===== src/rtl/tx_uart.sv =====
`default_nettype none
// +----------------------------------------------------------------------------+
// | Module      : tx_uart                                                      |
// | Description : UART transmitter, LSB first, 16x oversampled bit timing.     |
// | Revision    : 1.0 - initial release                                        |
// +----------------------------------------------------------------------------+
module tx_uart #(
  parameter int NB_BITS = 8,
  parameter int SB_TICK = 16
) (
  input  logic               i_clk,
  input  logic               i_rst,
  input  logic               i_rate,
  input  logic               i_tx_start,
  input  logic [NB_BITS-1:0] i_data,
  output logic               o_tx,
  output logic               o_tx_done,
  output logic               o_busy
);

  // Tick counter is 4 bits unless a stop bit longer than 16 ticks needs more.
  localparam int c_tick_w = (SB_TICK > 16) ? $clog2(SB_TICK) : 4;
  localparam int c_bit_w  = (NB_BITS > 1) ? $clog2(NB_BITS) : 1;

  localparam logic [c_tick_w-1:0] c_tick_bit  = c_tick_w'(15);
  localparam logic [c_tick_w-1:0] c_tick_stop = c_tick_w'(SB_TICK - 1);
  localparam logic [c_bit_w-1:0]  c_bit_last  = c_bit_w'(NB_BITS - 1);

  typedef enum logic [1:0] {
    IDLE  = 2'd0,
    START = 2'd1,
    DATA  = 2'd2,
    STOP  = 2'd3
  } state_t;

  state_t               r_state;
  state_t               w_state_nxt;
  logic [c_tick_w-1:0]  r_tick;
  logic [c_tick_w-1:0]  w_tick_nxt;
  logic [c_bit_w-1:0]   r_bit;
  logic [c_bit_w-1:0]   w_bit_nxt;
  logic [NB_BITS-1:0]   r_shreg;
  logic [NB_BITS-1:0]   w_shreg_nxt;
  logic                 r_tx;
  logic                 w_tx_nxt;
  logic                 w_done;

  always_ff @(posedge i_clk or negedge i_rst) begin
    if (!i_rst) begin
      r_state <= IDLE;
      r_tick  <= '0;
      r_bit   <= '0;
      r_shreg <= '0;
      r_tx    <= 1'b1;
    end else begin
      r_state <= w_state_nxt;
      r_tick  <= w_tick_nxt;
      r_bit   <= w_bit_nxt;
      r_shreg <= w_shreg_nxt;
      r_tx    <= w_tx_nxt;
    end
  end

  // The line level is computed for the next state so it changes on the same edge.
  always_comb begin
    w_state_nxt = r_state;
    w_tick_nxt  = r_tick;
    w_bit_nxt   = r_bit;
    w_shreg_nxt = r_shreg;
    w_tx_nxt    = r_tx;
    w_done      = 1'b0;

    case (r_state)
      IDLE: begin
        w_tx_nxt = 1'b1;
        if (i_tx_start) begin
          w_shreg_nxt = i_data;
          w_tick_nxt  = '0;
          w_state_nxt = START;
          w_tx_nxt    = 1'b0;
        end
      end

      START: begin
        if (i_rate) begin
          if (r_tick == c_tick_bit) begin
            w_tick_nxt  = '0;
            w_bit_nxt   = '0;
            w_state_nxt = DATA;
            w_tx_nxt    = r_shreg[0];
          end else begin
            w_tick_nxt = r_tick + 1'b1;
          end
        end
      end

      DATA: begin
        if (i_rate) begin
          if (r_tick == c_tick_bit) begin
            w_tick_nxt  = '0;
            w_shreg_nxt = r_shreg >> 1;
            if (r_bit == c_bit_last) begin
              w_state_nxt = STOP;
              w_tx_nxt    = 1'b1;
            end else begin
              w_bit_nxt = r_bit + 1'b1;
              w_tx_nxt  = w_shreg_nxt[0];
            end
          end else begin
            w_tick_nxt = r_tick + 1'b1;
          end
        end
      end

      STOP: begin
        w_tx_nxt = 1'b1;
        if (i_rate) begin
          if (r_tick == c_tick_stop) begin
            w_tick_nxt  = '0;
            w_done      = 1'b1;
            w_state_nxt = IDLE;
          end else begin
            w_tick_nxt = r_tick + 1'b1;
          end
        end
      end

      default: begin
        w_state_nxt = IDLE;
        w_tx_nxt    = 1'b1;
      end
    endcase
  end

  assign o_tx      = r_tx;
  assign o_tx_done = w_done;
  assign o_busy    = (r_state != IDLE);

endmodule
`default_nettype wire


===== config.mk =====
export PLATFORM = sky130hd
export DESIGN_NAME = tx_uart
export DESIGN_NICKNAME = d
export VERILOG_FILES = /design/src/rtl/tx_uart.sv
export SDC_FILE = /design/constraint.sdc
export NUM_CORES = 1
export LEC_CHECK = 0
export ABC_AREA = 1
export BUFFER_PORTS_ARGS = -buffer_cell sky130_fd_sc_hd__buf_2
export CORE_MARGIN = 10
export CORE_UTILIZATION = 53
export CTS_BUF_LIST = sky130_fd_sc_hd__clkbuf_4 sky130_fd_sc_hd__clkbuf_8
export CTS_CLUSTER_DIAMETER = 60
export DETAILED_ROUTE_END_ITERATION = 12
export HOLD_SLACK_MARGIN = 0.06
export PLACE_DENSITY = 0.77
export SYNTH_ARGS = -nofsm -noshare
export SYNTH_HDL_FRONTEND = slang
export SYNTH_SLANG_ARGS = --single-unit

===== constraint.sdc =====
create_clock -name i_clk -period 1.3 [get_ports i_clk]
set_input_delay 0.195 -clock i_clk [delete_from_list [all_inputs] [get_ports i_clk]]
set_output_delay 0.195 -clock i_clk [all_outputs]
set_load 0.1 [all_outputs]

# Word-level counts from Yosys, hierarchy flattened
# Cells that the tools add are included.
# totals
reg_bits	18
output_inout_bits	3
# op_classes
n_mux	33
reduce_logical	10
addsub	2
n_eq_ne	15
# ops
cell	count
two-way mux 8 bit	3
!= test 2 bit (second input constant)	9
two-way mux 2 bit	8
case mux 8 bit (2 select lines)	1
two-way mux 3 bit	5
two-way mux 4 bit	3
two-way mux 1 bit	9
case mux 2 bit (4 select lines)	1
case mux 4 bit (2 select lines)	1
AND reduction 4 bit	2
AND reduction 8 bit	1
case mux 3 bit (2 select lines)	1
AND reduction 6 bit	1
nonzero test 2 bit	3
adder 4 x 1 -> 4 bit (second input constant)	1
equality test 2 bit (second input constant)	2
equality test 4 bit (second input constant)	1
case mux 1 bit (4 select lines)	1
adder 3 x 1 -> 3 bit (second input constant)	1
equality test 3 bit (second input constant)	1
OR reduction 3 bit	1
equality test 2 x 1 -> 1 bit (second input constant)	1
zero test 2 bit	1
!= test 2 x 1 -> 1 bit (second input constant)	1
AND reduction 2 bit	1

# Depth between registers and ports, before layout
# Gate-level depths: netlist (run 1).
# depth
ltp_word	5
mapped_depth	10

# Worst setup path before layout (run 1)
# Ideal clock, no wire load.
# synth_path
path_kind	register -> output
start	register r_tick[0]
end	output port o_tx_done
setup_slack_ns	-0.911
stages_incl_launch_ff	4
t_arrival_ns	2.016
cell_sequence	dfrtp_1 -> ha_1 -> nand4_2 -> nor2_1
# synth_via
elab_chain_len	4
# synth_rtl
item	line	rtl
from (decl)	38	logic [c_tick_w-1:0] r_tick;
from (signal assigned)	57	r_tick <= w_tick_nxt;
equality test 4 bit	118	if (r_tick == c_tick_stop) begin
two-way mux 1 bit	118	
two-way mux 1 bit	117	if (i_rate) begin
two-way mux 1 bit	73	case (r_state)
to (decl)	17	output logic o_tx_done,
# Every way passes these cells.

# Worst setup path in the final report (run 1)
# layout_path
start	register r_state[0]
end	output port o_tx_done
# layout_via
elab_chain_len	2
# layout_rtl
item	line	rtl
from (decl)	36	state_t r_state;
from (signal assigned)	56	r_state <= w_state_nxt;
equality test 2 bit	73	
two-way mux 1 bit	73	
# Every way passes these cells.

==> flow_metrics.env, run 1 <==
export IMPL_fin_crit_sh_pct=123
export IMPL_vias=1079
export IMPL_cp_cell_sequence="ha_2, buf_6, inv_2, nor2_4, buf_12"
export IMPL_met1_usage_pct=16.1
export IMPL_detail_route_antenna_nets=0
export IMPL_worstSetupEndpointType="output port"
export IMPL_ys_seq_area_share_pct=40.7
export IMPL_max_slew_margin_pct=71.4
export IMPL_vdd_ir_drop_max_v=0.00167
export IMPL_r2r_slack_ns=-0.26
export IMPL_start_kind="flop"
export IMPL_grt_overflow_total=0
export IMPL_p_sw_mw=2.13
export IMPL_fin_tns_setup_ns=-3.62
export IMPL_num_antenna_cells=0
export IMPL_ctsRootBufferMaster="clkbuf_4"
export IMPL_syn_nets=143
export IMPL_violations="setup timing"
export IMPL_io_buffers=14
export IMPL_syn_inst=124
export IMPL_skew_ns=0.00606
export IMPL_rsz0062_at_grt="true"
export IMPL_worstPathArrival_ns=1.40
export IMPL_drv_slew=0
export IMPL_cts_buffers_inserted=3
export IMPL_clock_sinks=18
export IMPL_use_met3_pct=3.90
export IMPL_intPower_mw=2.36
export IMPL_seqPwrFrac_pct=22.7
export IMPL_multi_input_area_um2=754
export IMPL_grt_pass1_vias=1067
export IMPL_core_area_mm2=0.00198
export IMPL_outcome="complete, but fails checks"
export IMPL_period_minus_slack_ns=1.60
export IMPL_drtPass1Iterations=4
export IMPL_p_sw_share_pct=47.5
export IMPL_finalHoldViolations=0
export IMPL_final_common_cell="buf_4"
export IMPL_critPathBufInv=3
export IMPL_place_gp_congestion=0.883
export IMPL_first_iter_violations=112
export IMPL_syn2layout_area_growth_pct=53.5
export IMPL_layout_common_cells="buf_4, nand2_1, dfrtp_1"
export IMPL_grt_max_degree=19
export IMPL_cts_htree_levels=1
export IMPL_setup_slack_ns=-0.297
export IMPL_grt_pass1_wl_mm=4.93
export IMPL_die_x_um=65.8
export IMPL_dieHeight_um=65.8
export IMPL_p_clk_share_pct=8.1
export IMPL_wl_per_cell_um=17.8
export IMPL_io_pins=15
export IMPL_cpLargestDelayFamily="flip-flops"
export IMPL_layout_drive_gt1_share_pct=58.6
export IMPL_nNetsFinal=189
export IMPL_grt_usage_pct=14.4
export IMPL_ys_types=23
export IMPL_fp_dieArea_mm2=0.00433
export IMPL_viasPerCell=5.51
export IMPL_clock_latency_ns=0.31
export IMPL_fill_cells=82
export IMPL_dp_hpwl_mm=1.77
export IMPL_hold_path_class="input port to flop"
export IMPL_netlist_area_mm2=0.00111
export IMPL_crit_fanout=4
export IMPL_floorplan_initialDensity_pct=56.1
export IMPL_antenna_found_initial=0
export IMPL_synth_seq_cells=18
export IMPL_cpPeakStageDelay_ns=0.45
export IMPL_clock_path_buffers=2
export IMPL_powerDensity_mw_per_mm2=2630
export IMPL_path_class="flop to output port"
export IMPL_setup_violations=20
export IMPL_cap_violations=0
export IMPL_gr_max_usage_layer="met2"
export IMPL_layout_area_seq_um2=452
export IMPL_use_met2_pct=24.4
export IMPL_cpMaxStageDelayCell="dfrtp_1"
export IMPL_holdWs_ns=0.129
export IMPL_yosysWarnings=0
export IMPL_p_comb_share_pct=69.2
export IMPL_clk_pin_slew_worst_paths_ns=0.11
export IMPL_timing_fmax_mhz=626
export IMPL_p_leak_nw=0.851
export IMPL_crit_required_ns=1.11
export IMPL_tightest_slew_ns=0.430
export IMPL_cts_tree="built"
export IMPL_core_rowCount=16
export IMPL_drc=0
export IMPL_wl_mm=3.49
export IMPL_synth_area_per_cell_um2=8.96
flip-flops by register name, indices dropped and copies added (netlist names):
| register | flops |
|---|---|
| o_tx | 1 |
| r_bit | 3 |
| r_shreg | 8 |
| r_state | 2 |
| r_tick | 4 |
stage by stage:
stage	instances	power, mW	util (%)	area [µm²]	setup WS (ns)
after CTS	192	4.10	81.3	1610	-0.249
after global routing	196	4.74	86.0	1710	-0.353
final	196	4.49	86.0	1710	-0.297
after detailed placement	175	3.14	69.3	1370	-0.136
after global placement	175	3.07	69.3	1370	-0.103
after floorplan	124	2.59	-	1160	-0.0902
worst paths after layout:
path,end,cells after the start,startpoint
worst max-delay path,o_tx_done,5,r_state[0]
worst min-delay path,r_shreg[7],3,i_data[7]
worst max register to register,r_state[1],8,r_state[1]
worst min register to register,r_bit[1],2,r_bit[1]
max in group asynchronous,o_tx,2,i_rst
min in group asynchronous,r_tick[2],2,i_rst
power groups by stage:
stage	sequential [mW]	combinational, mW	clock (mW)
2_1_floorplan	1.07	1.52	0
3_3_place_gp	0.984	2.08	0
3_5_place_dp	1.00	2.13	0
4_1_cts	0.990	2.74	0.371
5_1_grt	1.04	3.31	0.389
6_report	1.02	3.11	0.364
layer usage:
metal / share of wire, % / routed length [µm]
met5: 0 / 0
met4: 2.6 / 91
met3: 6.0 / 209
met2: 52 / 1810
met1: 40 / 1380
Yosys cell counts, drive strengths merged:
master | n | area [µm²]
o21ai | 15 | 105
o211ai | 2 | 15.0
xor2 | 1 | 8.76
dfrtp | 17 | 425
nand2 | 31 | 144
buf | 3 | 37.5
nor2 | 8 | 40.0
nand4 | 2 | 18.8
inv | 15 | 56.3
dfstp | 1 | 26.3
mux2i | 6 | 60.1
nand3 | 13 | 65.1
or2 | 1 | 6.26
a21o | 1 | 7.51
a21boi | 1 | 7.51
ha | 7 | 87.6
area by class of cell:
cell class / count / share of cell area, %
clock buffer: 4 / 2.13
inverter: 15 / 3.52
multi-input combinational: 89 / 44.2
sequential: 18 / 26.5
tap: 27 / 1.98
timing repair buffer: 43 / 21.6
kinds of logic after synthesis:
group / after synthesis / share of synthesized area, %
adders and majority gates: 7 / 7.88
buffers and inverters: 18 / 8.45
and+or+nand+nor: 55 / 24.7
xor gates and xnor gates: 1 / 0.788
DFF: 18 / 40.7
AOI/OAI and AO/OA: 19 / 12.2
muxes: 6 / 5.41
tightest hold or removal path: stages:
cell     delay, ns
buf_2         0.10
nand2_2       0.06
o21ai_2       0.05
timing repair:
action / in CTS / in global routing
pin swaps: 14 / 9
cloned: 1 / 0
endpoints found under the setup margin: 20 / 20
buffers inserted: 12 / 4
endpoints found under the hold margin: 17 / 0
hold buffers: 1 / 0
resized for setup: 33 / 19
Power figures use the tool's default switching activity.
==> run 2: changes to the inputs <==
--- a/config.mk
+++ b/config.mk
@@ -14,6 +14,7 @@
 export DETAILED_ROUTE_END_ITERATION = 12
 export HOLD_SLACK_MARGIN = 0.06
 export PLACE_DENSITY = 0.77
+export REMOVE_ABC_BUFFERS = 1
 export SYNTH_ARGS = -nofsm -noshare
 export SYNTH_HDL_FRONTEND = slang
 export SYNTH_SLANG_ARGS = --single-unit
==> constraint.sdc (replaced) <==
create_clock -name i_clk -period 1.3 [get_ports i_clk]
set_input_delay 0.195 -clock i_clk [delete_from_list [all_inputs] [get_ports i_clk]]
set_output_delay 0.195 -clock i_clk [all_outputs]
set_load 0.05 [all_outputs]
==> flow_metrics.env, run 2 (synthesized netlist as in run 1, its figures left out) <==
export IMPL_rsz0062_at_grt="true"
export IMPL_cpMaxStageDelayCell="dfrtp_2"
export IMPL_p_leak_nw=0.834
export IMPL_cap_violations=0
export IMPL_clk_pin_slew_worst_paths_ns=0.10
export IMPL_r2r_end="r_shreg[7]"
export IMPL_fp_dieArea_mm2=0.00433
export IMPL_crit_fanout=4
export IMPL_worstSetupEndpointType="output port"
export IMPL_cts_buffers_inserted=3
export IMPL_fin_tns_setup_ns=-2.63
export IMPL_dp_hpwl_mm=1.79
export IMPL_hold_path_class="input port to flop"
export IMPL_holdWs_ns=0.151
export IMPL_seqPwrFrac_pct=23.6
export IMPL_viasPerCell=5.49
export IMPL_layout_drive_gt1_share_pct=64.8
export IMPL_antenna_found_initial=0
export IMPL_post_place_ws_ns=-0.231
export IMPL_critPathBufInv=4
export IMPL_place_gp_congestion=0.847
export IMPL_ctsRootBufferMaster="clkbuf_4"
export IMPL_grt_overflow_total=0
export IMPL_nNetsFinal=185
export IMPL_largest_reg_flops=8
export IMPL_syn2layout_area_growth_pct=53.9
export IMPL_grt_usage_pct=15.4
export IMPL_top_register="r_shreg"
export IMPL_die_x_um=65.8
export IMPL_p_clk_share_pct=8.1
export IMPL_path_class="flop to output port"
export IMPL_detail_route_antenna_nets=0
export IMPL_skew_ns=0.00548
export IMPL_tightest_slew_ns=0.434
export IMPL_io_buffers=14
export IMPL_cpLargestDelayFamily="flip-flops"
export IMPL_p_comb_share_pct=68.3
export IMPL_dieHeight_um=65.8
export IMPL_fin_crit_sh_pct=117
export IMPL_wl_per_cell_um=18.0
export IMPL_p_sw_share_pct=46.8
export IMPL_final_common_cell="dfrtp_1"
export IMPL_fill_cells=100
export IMPL_worstPathArrival_ns=1.33
export IMPL_hold_depth=3
export IMPL_core_rowCount=16
export IMPL_crit_required_ns=1.11
export IMPL_r2r_slack_ns=-0.18
export IMPL_cts_tree="built"
export IMPL_reg_top3="r_shreg (8), r_tick (4), r_bit (3)"
export IMPL_p_sw_mw=2.05
export IMPL_period_minus_slack_ns=1.52
export IMPL_intPower_mw=2.33
export IMPL_max_slew_margin_pct=71.1
export IMPL_cts_htree_levels=1
export IMPL_utilization_pct=86.3
export IMPL_reg2regPathDepth=7
export IMPL_first_iter_violations=73
export IMPL_drtPass1Iterations=4
export IMPL_drv_slew=0
export IMPL_num_antenna_cells=0
export IMPL_drc=0
export IMPL_grt_pass1_wl_mm=5.32
export IMPL_powerDensity_mw_per_mm2=2560
export IMPL_finalHoldViolations=0
export IMPL_timing_fmax_mhz=657
export IMPL_start_kind="flop"
export IMPL_clock_path_buffers=2
export IMPL_cpPeakStageDelay_ns=0.46
export IMPL_reg2reg_from="r_state[1]"
export IMPL_grt_max_degree=19
export IMPL_vdd_ir_drop_max_v=0.00181
export IMPL_layout_common_cells="dfrtp_1, nand2_1, buf_4"
export IMPL_setup_violations=19
export IMPL_setup_slack_ns=-0.223
export IMPL_io_pins=15
export IMPL_clock_latency_ns=0.30
export IMPL_hold_start="i_data[7]"
export IMPL_wl_mm=3.45
export IMPL_hold_end="r_shreg[7]"
export IMPL_grt_pass1_vias=1194
export IMPL_vias=1055
export IMPL_cp_cell_sequence="inv_2, ha_4, buf_6, inv_4, buf_8"
export IMPL_floorplan_initialDensity_pct=56.1
export IMPL_outcome="complete, but fails checks"
export IMPL_clock_sinks=18
export IMPL_total_power_mw=4.38
export IMPL_core_area_mm2=0.00198
export IMPL_violations="setup timing"
run 2: cell types whose count changed in the layout (fill, tap and decap cells not counted), sizes merged:
| cell | change |
|---|---|
| buf | -4 |
| clkinvlp | -1 |
| inv | +1 |
run 2: power by group through the flow:
stage | registers [mW] | logic [mW] | clock network, mW
floorplan | 0.987 | 1.24 | 0
global placement | 0.952 | 1.78 | 0
detailed placement | 0.967 | 1.85 | 0
CTS | 0.999 | 2.48 | 0.360
global route | 1.05 | 3.18 | 0.373
finish | 1.03 | 2.99 | 0.355
run 2: area by class of cell:
cell class	count	area, µm²	area share, %
clock buffer	4	36.3	2.12
multi-input combinational	89	806	47.1
inverter	15	61.3	3.58
timing repair buffer	39	320	18.7
tap	27	33.8	1.98
sequential	18	453	26.5
run 2: worst max-delay path by stage:
stage                    start          to  depth (start not counted)
detailed placement  r_state[0]  r_shreg[0]                          9
global route        r_state[0]   o_tx_done                          5
global placement    r_state[0]    r_bit[0]                          7
floorplan           r_state[0]  r_shreg[0]                          7
finish              r_state[1]      o_busy                          5
CTS                 r_state[1]   o_tx_done                          5
run 2: metal layers:
layer  share of wire (%)  global-route usage, %  wire [µm]
met4                0.61                   6.42         21
met5                   0                      0          0
met1                  44                   16.7       1530
met3                 4.8                   4.75        164
met2                  50                   26.9       1730
run 2: per-stage QoR:
step / cell area [µm²] / std cells
final: 1710 / 192
after global routing: 1710 / 192
after CTS: 1580 / 191
after detailed placement: 1290 / 176
after global placement: 1290 / 176
after floorplan: 1070 / 121
run 2: what timing repair did:
| action | CTS | global route |
|---|---|---|
| hold buffers | 1 | 0 |
| gates cloned | 1 | 0 |
| pin swaps | 15 | 14 |
| gates resized for setup | 55 | 34 |
| buffers inserted | 10 | 1 |
| endpoints found under the setup margin | 21 | 20 |
| endpoints found under the hold margin | 17 | 0 |
run 2: worst reg2reg max path, delay by kind of cell (launching register included):
family                   cells  cell delay (ns)
AND/OR/NAND/NOR              3             0.40
flip-flops                   1             0.46
AO/OA/AOI/OAI                1             0.14
adder cells (fa/ha/maj)      1             0.18
buffers and inverters        2             0.25
